[src/rtl/priority_encoder_rr_pkg.sv]
// ---------------------------------------------------------------------------
// priority_encoder_rr_pkg
//   Shared constants for the pending-request priority encoder.
//   - MODE_FIXED / MODE_RR : encodings of the `mode` input.
//   - PE_N_DEFAULT         : default number of request inputs.
// ---------------------------------------------------------------------------
package priority_encoder_rr_pkg;

  localparam logic MODE_FIXED   = 1'b0;
  localparam logic MODE_RR      = 1'b1;

  localparam int   PE_N_DEFAULT = 8;

endpackage : priority_encoder_rr_pkg

[src/rtl/priority_encoder_rr_prio_sel.sv]
// ---------------------------------------------------------------------------
// prio_sel
//   Purely combinational wrap-around priority search. Starting at index
//   `start` and walking downward (start, start-1, ..., 0, N-1, ...), returns
//   the first set bit of `vec`.
//   Ports:
//     vec   [N-1:0]  request vector to search
//     start [W-1:0]  first index examined (must be < N)
//     idx   [W-1:0]  index of the first set bit found (0 when none)
//     found          1 when vec has at least one set bit
// ---------------------------------------------------------------------------
module prio_sel #(
  parameter int N = 8,
  parameter int W = $clog2(N)
) (
  input  logic [N-1:0] vec,
  input  logic [W-1:0] start,
  output logic [W-1:0] idx,
  output logic         found
);

  always_comb begin
    int          j;
    logic [W-1:0] jj;
    idx   = '0;
    found = 1'b0;
    // Walk from the farthest candidate back to `start`, so the last hit
    // written is the one nearest to `start` in downward search order.
    for (int k = N - 1; k >= 0; k--) begin
      j = int'(start) - k;
      if (j < 0) begin
        j = j + N;
      end
      jj = W'(j);
      if (vec[jj]) begin
        idx   = jj;
        found = 1'b1;
      end
    end
  end

endmodule : prio_sel

[src/rtl/priority_encoder_rr.sv]
// ---------------------------------------------------------------------------
// priority_encoder_rr
//   Captures a request vector into a pending register and hands the pending
//   indices out one at a time, either highest-index-first (fixed mode) or
//   round-robin, searching downward from a pointer just below the last grant.
//
//   Handshake: `V` is the valid for `code`; `out_ready` is the consumer's
//   ready. A transfer happens in every cycle where V && out_ready at the
//   rising edge. While V=1 and out_ready=0, code and the pending set hold.
//   V/code/busy are Moore outputs derived only from registered state.
//
//   Ports:
//     clk        clock, rising edge active
//     reset_b    synchronous active-low reset
//     D [N-1:0]  request vector, captured on load when nothing is pending
//     load       capture request (ignored while busy)
//     mode       0 = fixed priority, 1 = round-robin
//     out_ready  consumer accepts code this cycle
//     V          code is valid (pending != 0)
//     code [W-1:0] selected pending index
//     busy       same as V
//     done       one-cycle pulse after the last pending bit is accepted
// ---------------------------------------------------------------------------
module priority_encoder_rr
  import priority_encoder_rr_pkg::*;
#(
  parameter int N = PE_N_DEFAULT,
  parameter int W = $clog2(N)
) (
  input  logic         clk,
  input  logic         reset_b,
  input  logic [N-1:0] D,
  input  logic         load,
  input  logic         mode,
  input  logic         out_ready,
  output logic         V,
  output logic [W-1:0] code,
  output logic         busy,
  output logic         done
);

  localparam logic [W-1:0] PTR_TOP = W'(N - 1);

  logic [N-1:0] pending_q, pending_d;
  logic [W-1:0] ptr_q,     ptr_d;
  logic         done_q,    done_d;

  logic [W-1:0] sel_start;
  logic [W-1:0] sel_idx;
  logic         sel_found;
  logic         handshake;
  logic [N-1:0] clr_mask;
  logic [N-1:0] pending_after_grant;

  // Fixed mode always searches from the top index; round-robin resumes
  // from the persistent pointer.
  assign sel_start = (mode == MODE_FIXED) ? PTR_TOP : ptr_q;

  prio_sel #(
    .N (N),
    .W (W)
  ) u_prio_sel (
    .vec   (pending_q),
    .start (sel_start),
    .idx   (sel_idx),
    .found (sel_found)
  );

  always_comb begin
    handshake           = sel_found && out_ready;
    clr_mask            = {{(N-1){1'b0}}, 1'b1} << sel_idx;
    pending_after_grant = pending_q & ~clr_mask;

    pending_d = pending_q;
    ptr_d     = ptr_q;
    done_d    = 1'b0;

    // A load and a handshake can never coincide: a handshake needs a
    // nonzero pending set, a load needs an empty one.
    if (pending_q == '0) begin
      if (load) begin
        pending_d = D;
      end
    end else if (handshake) begin
      pending_d = pending_after_grant;
      ptr_d     = (sel_idx == '0) ? PTR_TOP : (sel_idx - W'(1));
      done_d    = (pending_after_grant == '0);
    end
  end

  always_ff @(posedge clk) begin
    if (!reset_b) begin
      pending_q <= '0;
      ptr_q     <= PTR_TOP;
      done_q    <= 1'b0;
    end else begin
      pending_q <= pending_d;
      ptr_q     <= ptr_d;
      done_q    <= done_d;
    end
  end

  assign V    = sel_found;
  assign busy = sel_found;
  assign code = sel_found ? sel_idx : '0;
  assign done = done_q;

endmodule : priority_encoder_rr
[config.mk]
export PLATFORM = sky130hd
export DESIGN_NAME = priority_encoder_rr
export DESIGN_NICKNAME = d
export VERILOG_FILES = /design/src/rtl/priority_encoder_rr_pkg.sv /design/src/rtl/priority_encoder_rr_prio_sel.sv /design/src/rtl/priority_encoder_rr.sv
export SDC_FILE = /design/constraint.sdc
export NUM_CORES = 1
export LEC_CHECK = 0
export CORE_AREA = 2 2 67 50
export DETAILED_ROUTE_END_ITERATION = 10
export DIE_AREA = 0 0 69 52
export PLACE_DENSITY = 0.79
export SYNTH_ARGS = -nofsm -noshare
export SYNTH_HDL_FRONTEND = slang
export SYNTH_SLANG_ARGS = --single-unit
[constraint.sdc]
create_clock -name clk -period 7.21 [get_ports clk]
set_clock_uncertainty 0.1 [all_clocks]
set_input_delay 1.8025 -clock clk [delete_from_list [all_inputs] [get_ports clk]]
set_output_delay 1.8025 -clock clk [all_outputs]
set_load 0.05 [all_outputs]
==> results of run 1 <==
[cell type report]
type | count | area [um^2] | share of cell area, %
Clock buffer | 4 | 55.1 | 2.75
Inverter | 15 | 56.3 | 2.81
Multi-Input combinational cell | 185 | 1340 | 67.1
Sequential cell | 12 | 240 | 12.0
Tap cell | 38 | 47.5 | 2.38
Timing Repair Buffer | 22 | 260 | 13.0
[cell usage after synthesis, drive strengths merged, types with 2 or more instances]
master / instances / area, um^2
nand2b: 4 / 25.0
a211oi: 4 / 30.0
mux4: 4 / 90.1
xnor2: 3 / 33.8
buf: 8 / 63.8
or4: 2 / 15.0
and3: 2 / 12.5
dfxtp: 12 / 240
nor2b: 2 / 12.5
o21a: 4 / 30.0
a31oi: 6 / 43.8
nand3: 10 / 55.1
and2: 3 / 18.8
a21oi: 7 / 35.0
o31a: 2 / 17.5
o21ai: 15 / 75.1
nor2: 11 / 41.3
nand2: 29 / 109
nor3: 3 / 20.0
o211ai: 8 / 60.1
o311ai: 2 / 17.5
o2111ai: 2 / 17.5
clkbuf: 9 / 33.8
mux2i: 13 / 130
o311a: 4 / 40.0
inv: 15 / 56.3
ha: 7 / 87.6
a21bo: 2 / 20.0
or2: 2 / 12.5
nor3b: 2 / 15.0
a31o: 4 / 35.0
a21boi: 2 / 15.0
and2b: 2 / 17.5
nand4b: 2 / 17.5
o22ai: 3 / 18.8
[sequential cells by signal, indices dropped and copies added, names as in the netlist]
| register | cells |
|---|---|
| pending_q | 8 |
| ptr_q | 3 |
| done | 1 |
[layer usage]
metal	GRT usage (%)	share of wire, %	wire length (um)
met2	47.4	44	2180
met5	0	0	0
met1	41.5	45	2200
met4	9.48	1.8	91
met3	5.81	9.4	463
[how the worst max path moves through the flow]
stage	slack [ns]	to	startpoint	cells after the start
2_1_floorplan	1.15	code[0]	mode	9
3_3_place_gp	0.59	code[0]	mode	11
3_5_place_dp	0.49	code[0]	mode	11
4_1_cts	0.48	code[0]	mode	11
5_1_grt	0.24	code[2]	mode	10
6_report	0.42	code[2]	mode	10
[worst reg2reg max path: stages, from the launching register on]
cell,delay [ns]
dfxtp_1,0.80
and2b_4,0.35
inv_1,0.13
ha_1,0.24
xor2_1,0.24
mux4_2,0.55
o311ai_1,0.26
a21oi_1,0.12
o21ai_1,0.18
o31a_1,0.27
ha_1,0.29
nand2_1,0.07
or3_1,0.31
a311o_1,0.34
nor4_2,0.26
[through the flow]
stage | instance area [um^2] | std cells | hold WS [ns]
global route | 2000 | 276 | 0.605
floorplan | 1740 | 229 | 0.471
detailed placement | 1950 | 272 | 0.550
CTS | 2000 | 276 | 0.558
finish | 2000 | 276 | 0.583
global placement | 1950 | 272 | 0.534
[logic make-up (layout without fill, tap and decap cells)]
| kind of cell | after synthesis | in the layout |
|---|---|---|
| AO/OA/AOI/OAI | 76 | 76 |
| XOR/XNOR | 4 | 4 |
| adder cells (fa/ha/maj) | 7 | 7 |
| buffers and inverters | 32 | 41 |
| flip-flops | 12 | 12 |
| multiplexers | 18 | 18 |
| AND/OR/NAND/NOR | 80 | 80 |
==> flow_summary.ini, run 1 <==
[clock_network]
ctsResizeCount = 0
clk_path_buf_depth = 2
cts_setup_buffers = 0
cts-buffers-inserted = 3
cts_max_level = 1
cts.sink_count = 12
cts_tree = yes
clock-root-buffer = clkbuf_8
clk_pin_slew_ns = 0.05
ctsHoldBuffers = 0
clk_latency_ns = 0.25

[synth]
synthMuxAreaShare_pct = 13.3
synth-compound-area-share_pct = 31.9
avgSynthCellArea_um2 = 7.58
async_flop_share_pct = 0
synth_edf_count = 0
ys_seq_elements = 12
syn_inst = 229
yosysSeqAreaShare_pct = 13.8
synth_top_family_by_area = compound AO/OA/AOI/OAI gates
synth_area_um2 = 1740
synth-adder-area-share_pct = 5.04
synth-simple-area-share_pct = 24.6
synth_xor_area_share_pct = 2.45
synth_cell_types = 66
yosysWarnings = 0
syn-num-nets = 249
ys.flop_type = dfxtp_1

[critical_path]
start_kind = input pin
critPathSlowestCell = clkdlybuf4s50_1
cp_num_buf_inv = 2
worst-path-max-fanout = 12
r2r_end = done$_SDFF_PP0_
critical_path_arrival_ns = 4.89
r2r_cells = 14
cp_top_family = compound AO/OA/AOI/OAI gates
critical_path.cell_chain = clkdlybuf4s50_1, and2b_4, ha_1, mux2i_1, mux2_2, a211oi_1, o21ai_1, a22oi_1, o21a_1, buf_12
critPathKind = input pin to output port
r2r_slack_ns = 2.62
slowest_delay_ns = 0.61
cp.required_ns = 5.31
r2r_start = ptr_q[0]$_SDFFE_PN1P_
worstSetupEndpointType = output port

[global_route]
antenna_found_initial = 0
grt_max_degree = 23
grt_pass1_wl_um = 8580
grt_overflow = 0
grt_use_total_pct = 30.0
grt_pass1_vias = 1767

[finish]
final_util_pct = 67.2
drive_gt1_share_pct = 14.7
antenna_cells = 0
fin_nets = 259
area_growth_pct = 15.3
mostFrequentLayoutCell = nand2_1
layout_common_cells = nand2_1 (29), mux2i_1 (13), o21ai_0 (13), inv_1 (13), clkdlybuf4s50_1 (13)
fillers = 271

[floorplan]
die_h_um = 52
floorplan.initialDensity_pct = 58.3
die-area_um2 = 3590
core_region_area_um2 = 2980
io_pins = 19
num_rows = 17
die_w_um = 69

[timing]
drv_slew = 0
final.min_clock_period_ns = 6.79
rsz0062_at_grt = false
finalSetupViolations = 0
fin_ws_ns = 0.420
maxSlewHeadroom_pct = 47.4
fmax_ghz = 0.147
min_period_over_period_pct = 94.2
finalHoldViolations = 0
tns_ns = 0
tightestPinTransition_ns = 0.788

[route]
vias = 1862
first_pass_iters = 5
drt-initial-drc-count = 185
vias_per_cell = 6.75
wire_per_inst_um = 17.9
ant_nets = 0
finalWirelength_um = 4930
drc = 0

[min_path]
hold_class = flip-flop to flip-flop
holdPathStages = 2
hold_start = pending_q[7]$_SDFFE_PN0P_
min_to = pending_q[7]$_SDFFE_PN0P_

[place]
port-buffer-count = 18
finalWeightedCongestion = 1.01
pre_cts_ws_ns = 0.485
dp_hpwl_um = 3630

[outcome]
outcome = finished, final reports clean

[run]
drv_cap = 0
Power of run 1 is left out: the tool's default activity adds up to more than one toggle a clock period on the data nets, which glitch-free logic cannot reach.
==> run 2, diff against run 1 <==
==> constraint.sdc (replaced) <==
create_clock -name clk -period 7.21 [get_ports clk]
set_clock_uncertainty 0.1 [all_clocks]
set_input_delay 0.721 -clock clk [delete_from_list [all_inputs] [get_ports clk]]
set_output_delay 0.721 -clock clk [all_outputs]
set_load 0.05 [all_outputs]
==> run 2 against run 1 <==
  * Hold slack got worse by 0.034 ns
  * Register-to-register slack got worse by 0.21 ns
  * Final area fell by 4.7%
==> flow_summary.ini, run 2 (same netlist as run 1, synthesis figures left out) <==
[route]
drc = 0
first_pass_iters = 5
wire_per_inst_um = 17.8
drt-initial-drc-count = 312
ant_nets = 0
vias_per_cell = 6.71
finalWirelength_um = 4830
vias = 1819

[critical_path]
worst-path-max-fanout = 18
critical_path_arrival_ns = 4.82
r2r_start = ptr_q[0]$_SDFFE_PN1P_
cp.required_ns = 6.39
critPathLaunch = mode
critPathKind = input pin to output port
worstSetupEndpointType = output port
start_kind = input pin

[clock_network]
cts-buffers-inserted = 3
cts.sink_count = 12
cts_setup_buffers = 0
ctsResizeCount = 0
cts_tree = yes
clock-root-buffer = clkbuf_8
ctsHoldBuffers = 0
clk_pin_slew_ns = 0.05
cts_max_level = 1
clk_latency_ns = 0.24
clk_path_buf_depth = 2

[finish]
largest_reg_flops = 8
regMostFlops = pending_q
multi_input_area_um2 = 1340
drive_gt1_share_pct = 10.7
area_growth_pct = 9.87
layout_common_cells = nand2_1 (29), clkdlybuf4s50_1 (18), mux2i_1 (13), o21ai_0 (13), inv_1 (13)
register_area_um2 = 240
fin_nets = 255
antenna_cells = 0
mostFrequentLayoutCell = nand2_1
fillers = 272

[global_route]
grt_pass1_wl_um = 8110
grt_pass1_vias = 1630
grt_overflow = 0
antenna_found_initial = 0
grt_max_degree = 23
grt_use_total_pct = 28.1

[min_path]
hold_start = pending_q[7]$_SDFFE_PN0P_
hold_class = flip-flop to flip-flop

[floorplan]
floorplan.initialDensity_pct = 58.3
die_w_um = 69
die-area_um2 = 3590
core_region_area_um2 = 2980
io_pins = 19
num_rows = 17
die_h_um = 52

[run]
drv_cap = 0

[timing]
drv_slew = 0
finalSetupViolations = 0
finalHoldViolations = 0
rsz0062_at_grt = false
tns_ns = 0
tightestPinTransition_ns = 0.814
min_period_over_period_pct = 78.2
fmax_ghz = 0.177
maxSlewHeadroom_pct = 45.7
final.min_clock_period_ns = 5.64

[place]
port-buffer-count = 18
dp_hpwl_um = 3590
finalWeightedCongestion = 0.977

[outcome]
outcome = finished, final reports clean
## run 2: cell types whose count changed in the layout (fill, tap and decap cells not counted), sizes merged
cell and delta:
buf -9, clkdlybuf4s50 +5, clkbuf -1
## run 2: through the flow
step | utilization, % | setup slack, ns | std cells | hold WS (ns) | instance area, um^2
2_1_floorplan | - | 3.11 | 229 | 0.471 | 1740
3_3_place_gp | 62.7 | 1.73 | 268 | 0.518 | 1870
3_5_place_dp | 62.7 | 1.62 | 268 | 0.521 | 1870
4_1_cts | 64.1 | 1.59 | 271 | 0.527 | 1910
5_1_grt | 64.1 | 1.28 | 271 | 0.577 | 1910
6_report | 64.1 | 1.57 | 271 | 0.549 | 1910
## run 2: path summary, 6_finish.rpt
check / to / slack (ns) / cells past startpoint
hold / removal: pending_q[7]$_SDFFE_PN0P_ / 0.55 / 2
hold reg to reg: pending_q[7]$_SDFFE_PN0P_ / 0.55 / 2
setup reg to reg: done$_SDFF_PP0_ / 2.41 / 14
setup / recovery: code[1] / 1.57 / 13
## run 2: area by class of cell
cell class | instances | share of cell area (%)
Inverter | 15 | 2.95
Multi-Input combinational cell | 185 | 70.4
Sequential cell | 12 | 12.6
Tap cell | 38 | 2.49
Timing Repair Buffer | 18 | 9.44
Clock buffer | 3 | 2.16
## run 2: critical path, cell delays in order
cell and delay, ns:
clkdlybuf4s50_1 0.82, nand2b_1 0.30, inv_1 0.21, ha_1 0.25, inv_1 0.08, xnor2_1 0.14, nand3_1 0.12, nand2_1 0.12
nor3_1 0.49, a41oi_1 0.19, o221ai_1 0.33, o311a_1 0.23, clkdlybuf4s50_1 0.80
## run 2: layer usage
layer  global-route usage [%]  vias to the layer above  part of all wire [%]
met1                     40.4                      839                    45
met2                     42.8                      107                    44
met4                     8.50                        0                   1.2
li1                         -                      865                     -
met5                        0                        -                     0
met3                     4.84                        8                    10
Power of run 2 is left out for the same reason.
==> run 3, diff against run 2 <==
--- a/config.mk
+++ b/config.mk
@@ -5,10 +5,10 @@
 export SDC_FILE = /design/constraint.sdc
 export NUM_CORES = 1
 export LEC_CHECK = 0
-export CORE_AREA = 2 2 67 50
+export CORE_AREA = 2 2 69 52
 export DETAILED_ROUTE_END_ITERATION = 10
-export DIE_AREA = 0 0 69 52
-export PLACE_DENSITY = 0.79
+export DIE_AREA = 0 0 71 54
+export PLACE_DENSITY = 0.74
 export SYNTH_ARGS = -nofsm -noshare
 export SYNTH_HDL_FRONTEND = slang
 export SYNTH_SLANG_ARGS = --single-unit
==> constraint.sdc (replaced) <==
create_clock -name clk -period 5.5 [get_ports clk]
set_clock_uncertainty 0.1 [all_clocks]
set_input_delay 0.55 -clock clk [delete_from_list [all_inputs] [get_ports clk]]
set_output_delay 0.55 -clock clk [all_outputs]
set_load 0.05 [all_outputs]
==> run 3 against run 2 <==
  * Register-to-register slack worse by 1.2 ns
  * Die area increased by 6.9%
  * Worst setup slack got worse by 1.1 ns
  * Global-route usage is 0.79 points higher
  * Via count grew 1.0%
  * Critical path depth is 2 lower
  * Flip-flop and latch count unchanged
  * Critical endpoint is now code[2]
==> flow_summary.ini, run 3 (same netlist as run 1, synthesis figures left out) <==
[outcome]
outcome = finished, final reports clean

[critical_path]
crit_end = code[2]
cp.required_ns = 4.85
r2r_start = ptr_q[0]$_SDFFE_PN1P_
r2r_end = done$_SDFF_PP0_
worstSetupEndpointType = output port
critPathLaunch = mode
r2r_cells = 14
critPathKind = input pin to output port
worst-path-max-fanout = 8
r2r_slack_ns = 1.19
start_kind = input pin
critical_path_arrival_ns = 4.36

[global_route]
grt_use_total_pct = 28.8
grt_overflow = 0
grt_pass1_wl_um = 8540
grt_pass1_vias = 1733
grt_max_degree = 22
antenna_found_initial = 0

[timing]
maxSlewHeadroom_pct = 56.8
drv_slew = 0
tns_ns = 0
final.min_clock_period_ns = 5.01
finalSetupViolations = 0
fmax_ghz = 0.200
tightestPinTransition_ns = 0.647
finalHoldViolations = 0
rsz0062_at_grt = false
min_period_over_period_pct = 91.0

[finish]
antenna_cells = 0
layout_common_cells = nand2_1 (29), clkdlybuf4s50_1 (18), mux2i_1 (13), o21ai_0 (13), inv_1 (13)
drive_gt1_share_pct = 12.2
fin_nets = 258
area_growth_pct = 12.1
mostFrequentLayoutCell = nand2_1
fillers = 290
regMostFlops = pending_q
largest_reg_flops = 8

[floorplan]
die_h_um = 54
die-area_um2 = 3830
core_region_area_um2 = 3270
io_pins = 19
floorplan.initialDensity_pct = 53.2
num_rows = 18
die_w_um = 71

[place]
finalWeightedCongestion = 1.06
port-buffer-count = 18
dp_hpwl_um = 3750

[clock_network]
clock-root-buffer = clkbuf_8
cts_setup_buffers = 0
cts_max_level = 1
ctsResizeCount = 0
ctsHoldBuffers = 0
cts-buffers-inserted = 3
cts.sink_count = 12
clk_path_buf_depth = 2
cts_tree = yes
clk_latency_ns = 0.24
clk_pin_slew_ns = 0.05

[route]
vias_per_cell = 6.64
wire_per_inst_um = 18.3
ant_nets = 0
drt-initial-drc-count = 149
vias = 1838
first_pass_iters = 5
finalWirelength_um = 5070
drc = 0

[run]
drv_cap = 0

[min_path]
hold_class = flip-flop to flip-flop
## run 3: changes by cell type in the layout (fill, tap and decap cells not counted), sizes merged
cell	delta
clkbuf	+1
buf	+3
## run 3: layout make-up
class,instances,area [um^2],share of cell area (%)
Sequential cell,12,240,12.3
Inverter,15,56.3,2.89
Timing Repair Buffer,21,203,10.4
Multi-Input combinational cell,185,1340,69.0
Tap cell,40,50.0,2.57
Clock buffer,4,55.1,2.83
## run 3: critical path, stage by stage
cell and delay, ns:
clkdlybuf4s50_1 0.51, nand2b_1 0.27, inv_1 0.16, ha_1 0.50, mux2i_1 0.13, mux2_2 0.30
a211oi_1 0.21, o21ai_1 0.08, a22oi_1 0.51, o21a_1 0.28, clkdlybuf4s50_1 0.84
## run 3: worst min path at each step
stage	to	from	slack (ns)	depth (start not counted)
2_1_floorplan	pending_q[0]$_SDFFE_PN0P_	pending_q[0]$_SDFFE_PN0P_	0.47	3
3_3_place_gp	pending_q[7]$_SDFFE_PN0P_	pending_q[7]$_SDFFE_PN0P_	0.54	2
3_5_place_dp	ptr_q[2]$_SDFFE_PN1P_	ptr_q[2]$_SDFFE_PN1P_	0.54	2
4_1_cts	ptr_q[2]$_SDFFE_PN1P_	ptr_q[2]$_SDFFE_PN1P_	0.55	2
5_1_grt	pending_q[7]$_SDFFE_PN0P_	pending_q[7]$_SDFFE_PN0P_	0.62	2
6_report	pending_q[7]$_SDFFE_PN0P_	pending_q[7]$_SDFFE_PN0P_	0.57	2
## run 3: through the flow
step	worst slack, ns	utilization [%]	std cells	hold WS, ns	cell area (um^2)
after floorplan	1.57	-	229	0.471	1740
after global placement	0.580	57.9	273	0.538	1890
after detailed placement	0.523	57.9	273	0.545	1890
after CTS	0.549	59.6	277	0.552	1950
after global routing	0.210	59.6	277	0.616	1950
final	0.493	59.6	277	0.567	1950
## run 3: per-layer routing
layer,wire length (um),vias up,global-route usage (%)
li1,-,877,-
met1,2330,861,40.7
met2,2240,93,45.3
met3,459,7,6.18
met4,44,0,6.60
met5,0,-,0
Power of run 3 is left out for the same reason.
